--- src/rtl/yas_egress_merger.sv ---
// yas_egress_merger: packet-aware 3:1 round-robin merger onto one valid/ready stream.
// Ports: clk, rst_n (async low), ch_data/ch_req/ch_ack (per-channel byte streams),
//   crc_en (trailing CRC byte), out_data/out_valid/out_ready/out_last/out_ch, pkt_done.
module yas_egress_merger #(
    parameter int DATA_WIDTH = 8,
    parameter int DATA_SIZE  = 6
) (
    input  logic                    clk,
    input  logic                    rst_n,
    input  logic [3*DATA_WIDTH-1:0] ch_data,
    input  logic [2:0]              ch_req,
    output logic [2:0]              ch_ack,
    input  logic                    crc_en,
    output logic [DATA_WIDTH-1:0]   out_data,
    output logic                    out_valid,
    input  logic                    out_ready,
    output logic                    out_last,
    output logic [1:0]              out_ch,
    output logic                    pkt_done
);

    typedef enum logic [1:0] {
        S_IDLE,
        S_HDR,
        S_BODY
    } state_t;

    state_t                r_state;
    state_t                w_state_nxt;
    logic [1:0]            r_rr;
    logic [1:0]            w_rr_nxt;
    logic [1:0]            r_grant;
    logic [1:0]            w_grant_nxt;
    logic [DATA_SIZE:0]    r_remain;
    logic [DATA_SIZE:0]    w_remain_nxt;
    logic [DATA_SIZE:0]    w_hdr_len;
    logic [DATA_WIDTH-1:0] w_byte;
    logic [DATA_WIDTH-1:0] r_out_data;
    logic                  r_out_valid;
    logic                  r_out_last;
    logic [1:0]            r_out_ch;
    logic                  w_load;
    logic                  w_xfer;
    logic                  w_last;
    logic [1:0]            w_c1;
    logic [1:0]            w_c2;
    logic [1:0]            w_pick;

    function automatic logic [1:0] f_inc(input logic [1:0] x);
        return (x == 2'd2) ? 2'd0 : x + 2'd1;
    endfunction

    // Output register can take a new byte when empty or being drained.
    assign w_load = !r_out_valid || out_ready;

    always_comb begin
        w_byte = ch_data[0 +: DATA_WIDTH];
        case (r_grant)
            2'd1:    w_byte = ch_data[DATA_WIDTH +: DATA_WIDTH];
            2'd2:    w_byte = ch_data[2*DATA_WIDTH +: DATA_WIDTH];
            default: w_byte = ch_data[0 +: DATA_WIDTH];
        endcase
    end

    // Header length field plus optional CRC byte; one extra bit so it cannot wrap.
    assign w_hdr_len = (DATA_SIZE+1)'(w_byte[DATA_WIDTH-1:2])
                     + (DATA_SIZE+1)'(crc_en);

    // Round-robin search starts just after the last served channel.
    always_comb begin
        w_c1   = f_inc(r_rr);
        w_c2   = f_inc(w_c1);
        w_pick = r_rr;
        if (ch_req[w_c1]) begin
            w_pick = w_c1;
        end else if (ch_req[w_c2]) begin
            w_pick = w_c2;
        end
    end

    always_comb begin
        w_state_nxt  = r_state;
        w_grant_nxt  = r_grant;
        w_rr_nxt     = r_rr;
        w_remain_nxt = r_remain;
        w_xfer       = 1'b0;
        w_last       = 1'b0;
        case (r_state)
            S_IDLE: begin
                if (|ch_req) begin
                    w_grant_nxt = w_pick;
                    w_state_nxt = S_HDR;
                end
            end
            S_HDR: begin
                if (ch_req[r_grant] && w_load) begin
                    w_xfer = 1'b1;
                    if (w_hdr_len == '0) begin
                        w_last      = 1'b1;
                        w_rr_nxt    = r_grant;
                        w_state_nxt = S_IDLE;
                    end else begin
                        w_remain_nxt = w_hdr_len;
                        w_state_nxt  = S_BODY;
                    end
                end
            end
            S_BODY: begin
                if (ch_req[r_grant] && w_load) begin
                    w_xfer = 1'b1;
                    if (r_remain == (DATA_SIZE+1)'(1)) begin
                        w_last       = 1'b1;
                        w_remain_nxt = '0;
                        w_rr_nxt     = r_grant;
                        w_state_nxt  = S_IDLE;
                    end else begin
                        w_remain_nxt = r_remain - (DATA_SIZE+1)'(1);
                    end
                end
            end
            default: begin
                w_state_nxt = S_IDLE;
            end
        endcase
    end

    assign ch_ack = w_xfer ? (3'b001 << r_grant) : 3'b000;

    always_ff @(posedge clk or negedge rst_n) begin
        if (!rst_n) begin
            r_state  <= S_IDLE;
            r_rr     <= 2'd2;
            r_grant  <= 2'd0;
            r_remain <= '0;
        end else begin
            r_state  <= w_state_nxt;
            r_rr     <= w_rr_nxt;
            r_grant  <= w_grant_nxt;
            r_remain <= w_remain_nxt;
        end
    end

    always_ff @(posedge clk or negedge rst_n) begin
        if (!rst_n) begin
            r_out_valid <= 1'b0;
            r_out_data  <= '0;
            r_out_last  <= 1'b0;
            r_out_ch    <= 2'd0;
        end else if (w_xfer) begin
            r_out_valid <= 1'b1;
            r_out_data  <= w_byte;
            r_out_last  <= w_last;
            r_out_ch    <= r_grant;
        end else if (out_ready) begin
            r_out_valid <= 1'b0;
            r_out_last  <= 1'b0;
        end
    end

    assign out_data  = r_out_data;
    assign out_valid = r_out_valid;
    assign out_last  = r_out_last;
    assign out_ch    = r_out_ch;
    assign pkt_done  = r_out_valid && out_ready && r_out_last;

endmodule

--- config.mk ---
export PLATFORM = sky130hd
export DESIGN_NAME = yas_egress_merger
export DESIGN_NICKNAME = d
export VERILOG_FILES = /design/src/rtl/yas_egress_merger.sv
export SDC_FILE = /design/constraint.sdc
export NUM_CORES = 1
export LEC_CHECK = 0
export ABC_AREA = 1
export BUFFER_PORTS_ARGS = -buffer_cell sky130_fd_sc_hd__buf_4
export CAP_MARGIN = 5
export CORE_ASPECT_RATIO = 0.75
export CORE_MARGIN = 3
export CORE_UTILIZATION = 45
export CTS_BUF_LIST = sky130_fd_sc_hd__clkbuf_16
export CTS_CLUSTER_SIZE = 10
export DETAILED_ROUTE_END_ITERATION = 7
export PLACE_DENSITY = 0.72
export SETUP_SLACK_MARGIN = 0.02
export SLEW_MARGIN = 20
export SYNTH_ARGS = -nofsm -noshare
export SYNTH_HDL_FRONTEND = slang
export SYNTH_SLANG_ARGS = --single-unit
--- constraint.sdc ---
create_clock -name clk -period 3.6 [get_ports clk]
set_clock_uncertainty 0.05 [all_clocks]
set_input_delay 0.9 -clock clk [delete_from_list [all_inputs] [get_ports clk]]
set_output_delay 0.9 -clock clk [all_outputs]
set_load 0.02 [all_outputs]
==> metrics.txt <==
final setup fails=0; vias in the first global route=1612; CTS tree=yes; minimum clock period=around 2.8 ns; antenna-violating nets left=0; postcts setup bufs=0; mean post-synth cell area=~8 µm²; # rows=19; # hold bufs at CTS=0; worst slew pin tran=0.370 ns; Worst setup startpoint=out_ready; # diodes=0; leading cell type in the layout, fill and taps excluded=nand2_1; Die X=roughly 80 µm; FF-to-FF path depth=15; worst path required time=about 2.7 ns; Die Span Y=approximately 62 µm; area grow syn2layout=25.3%; fmax=354 MHz; placed insts=332; IO Port Bufs=between 40 and 50; status=completed; syn_nets=~280; global-route wire length before repair=7530 µm; Post-Synth XOR/XNOR Area=0.0189; Reg-to-Reg End=r_remain[0]; multiplexer area fraction after synthesis=0; Post-CTS Resized=0; Max clock buf depth=2; R2R Path Start=r_grant[0]; post-synthesis cell area=1860 µm²; max-slew violation count=0; leakage power total=around 0.0012 µW; initial core utilization=0.488; pre-CTS setup slack=a little under 0.8 ns; Crit Path Max Fanout=8; GRT overflow=0; Root Driver=clkbuf_16; cell accounting for the most synthesized area=dfrtp_1; peak supply drop=between 0.5 and 0.6 mV; CP Capture Type=output pin; RSZ-0062 raised after global routing=no; HPWL after DPL=around 3500 µm; Synth Area in Compound Gates=0.134; crit path to=ch_ack[1]; Setup WS post-layout=0.771 ns; clock-pin slew on the worst setup and hold paths=approximately 0.06 ns; EDFF count, synth=0; largest net degree at the start of global routing=26; clk sinks=25; antenna violations before repair=0; crit start category=input pin; GP Congestion=~0.83; later-pin clock latency in the skew report=0.26 ns; DR vias=roughly 1700; hold_ws=0.425 ns; fin nets=around 330; io pins=47; commonest cells after routing, fill and taps aside=nand2_1, buf_4, inv_1, dfrtp_1, nand3_1; maxcap violations=0; Area contributors post-synth=dfrtp_1, nand2_1, ha_1; Final Hold Viols=0; 1st-pass router iterations=4; layout cells sized above 1=0.299; Synth Register Bits=25; Synth top area share=0.323; relative slew slack=0.753; Crit path arrival time=about 1.9 ns; CTS Buf Count=3; simple-gate share of the synthesized area=0.371; Cells after Synth=around 240; drt drc=0; Top FF cell, synth=dfrtp_1; Netlist cell types=40; R2R setup slack=~0.8 ns; sequential share of the synthesized area=0.338; Tot GR Track Use=0.197; Yosys warning count=0; setup TNS=0 ns; Post-synth ARST share=1.00; Hold Crit Class=reg -> reg; vias per cell=approximately 5.0; Post-Synth Adder-Cell Area=0.0606; period utilization=0.786; DRT iter0 DRCs=106; P per Cell Area=1030 nW/µm²; drt total wl=around 4400 µm; routed length per instance=roughly 13 µm; fin cells=~340; die area=slightly below 5000 µm²; H-tree Lvls=1; Setup CP Type=in -> out; largest family of logic cells by synthesized area=simple AND/OR/NAND/NOR gates; Placeable Area=about 3800 µm²
power by group:
| group | switching [µW] | internal, µW |
|---|---|---|
| clock network | 102 | 153 |
| registers | 98.4 | 416 |
| logic | 1020 | 599 |
| total | 1220 | 1170 |
per-stage QoR:
| stage | utilization | power, µW | instance area [µm²] |
|---|---|---|---|
| final | 0.612 | 2390 | 2330 |
| after global routing | 0.612 | 2640 | 2330 |
| after CTS | 0.612 | 2410 | 2330 |
| after detailed placement | 0.589 | 2140 | 2240 |
| after global placement | 0.589 | 2110 | 2240 |
| after floorplan | - | 1770 | 1860 |
layout make-up:
cell class,instances,area (µm²)
clock buffers,3,75.1
repair buffers,48,360
multi-input cells,180,1090
fillers,366,1480
flip-flops and latches,25,627
well taps,52,65.1
inverters,27,104
clock inverters,1,8.76
cells in the mapped netlist (2+ instances only):
library cell / instances
nor2_8: 2
o21ai_1: 3
buf_2: 2
o21ai_2: 2
nand3_1: 21
a21oi_1: 2
o22ai_1: 2
xor2_1: 2
dfrtp_1: 24
buf_6: 2
inv_1: 24
nand2_2: 9
o31ai_1: 3
nor3_1: 2
ha_1: 9
nor2_1: 13
xnor2_1: 2
nand2_1: 61
inv_2: 2
o21ai_0: 18
nand3_2: 6
or2_1: 4
nand2_4: 4
a221oi_1: 2
critical path, cell delays in order:
cell     delay, ns
buf_4         0.11
inv_1         0.08
nand2_1       0.07
o21ai_1       0.07
inv_1         0.05
nand3_1       0.08
inv_1         0.07
nand2_1       0.21
nor2_1        0.07
buf_4         0.16
cells by family (layout without fill, tap and decap cells):
| group | after synthesis | count (layout) |
|---|---|---|
| flops | 25 | 25 |
| buf+inv | 32 | 79 |
| fa+ha+maj | 9 | 9 |
| xor+xnor | 4 | 4 |
| compound gates | 39 | 39 |
| simple gates | 128 | 128 |
state kept, by name (all words and copies together), names as in the netlist:
signal / flops
out_data: 8
r_remain: 7
out_ch: 2
r_grant: 2
r_rr: 2
r_state: 2
out_last: 1
out_valid: 1
per-layer routing:
metal | vias to the layer above | GRT usage | wire, µm
li1 | 875 | - | -
met1 | 749 | 0.265 | 2020
met2 | 58 | 0.340 | 2030
met3 | 2 | 0.0395 | 292
met4 | 0 | 0.0265 | 19
met5 | - | 0 | 0
worst min-delay path by stage:
| stage | start | endpoint | cells after the start |
|---|---|---|---|
| 4_1_cts | r_remain[2] | r_remain[2] | 2 |
| 6_report | r_remain[2] | r_remain[2] | 2 |
| 3_5_place_dp | r_remain[2] | r_remain[2] | 2 |
| 2_1_floorplan | r_remain[1] | r_remain[1] | 2 |
| 3_3_place_gp | r_remain[2] | r_remain[2] | 2 |
| 5_1_grt | out_data[1] | out_data[1] | 2 |
No activity file was read; power rests on OpenSTA's default activity.
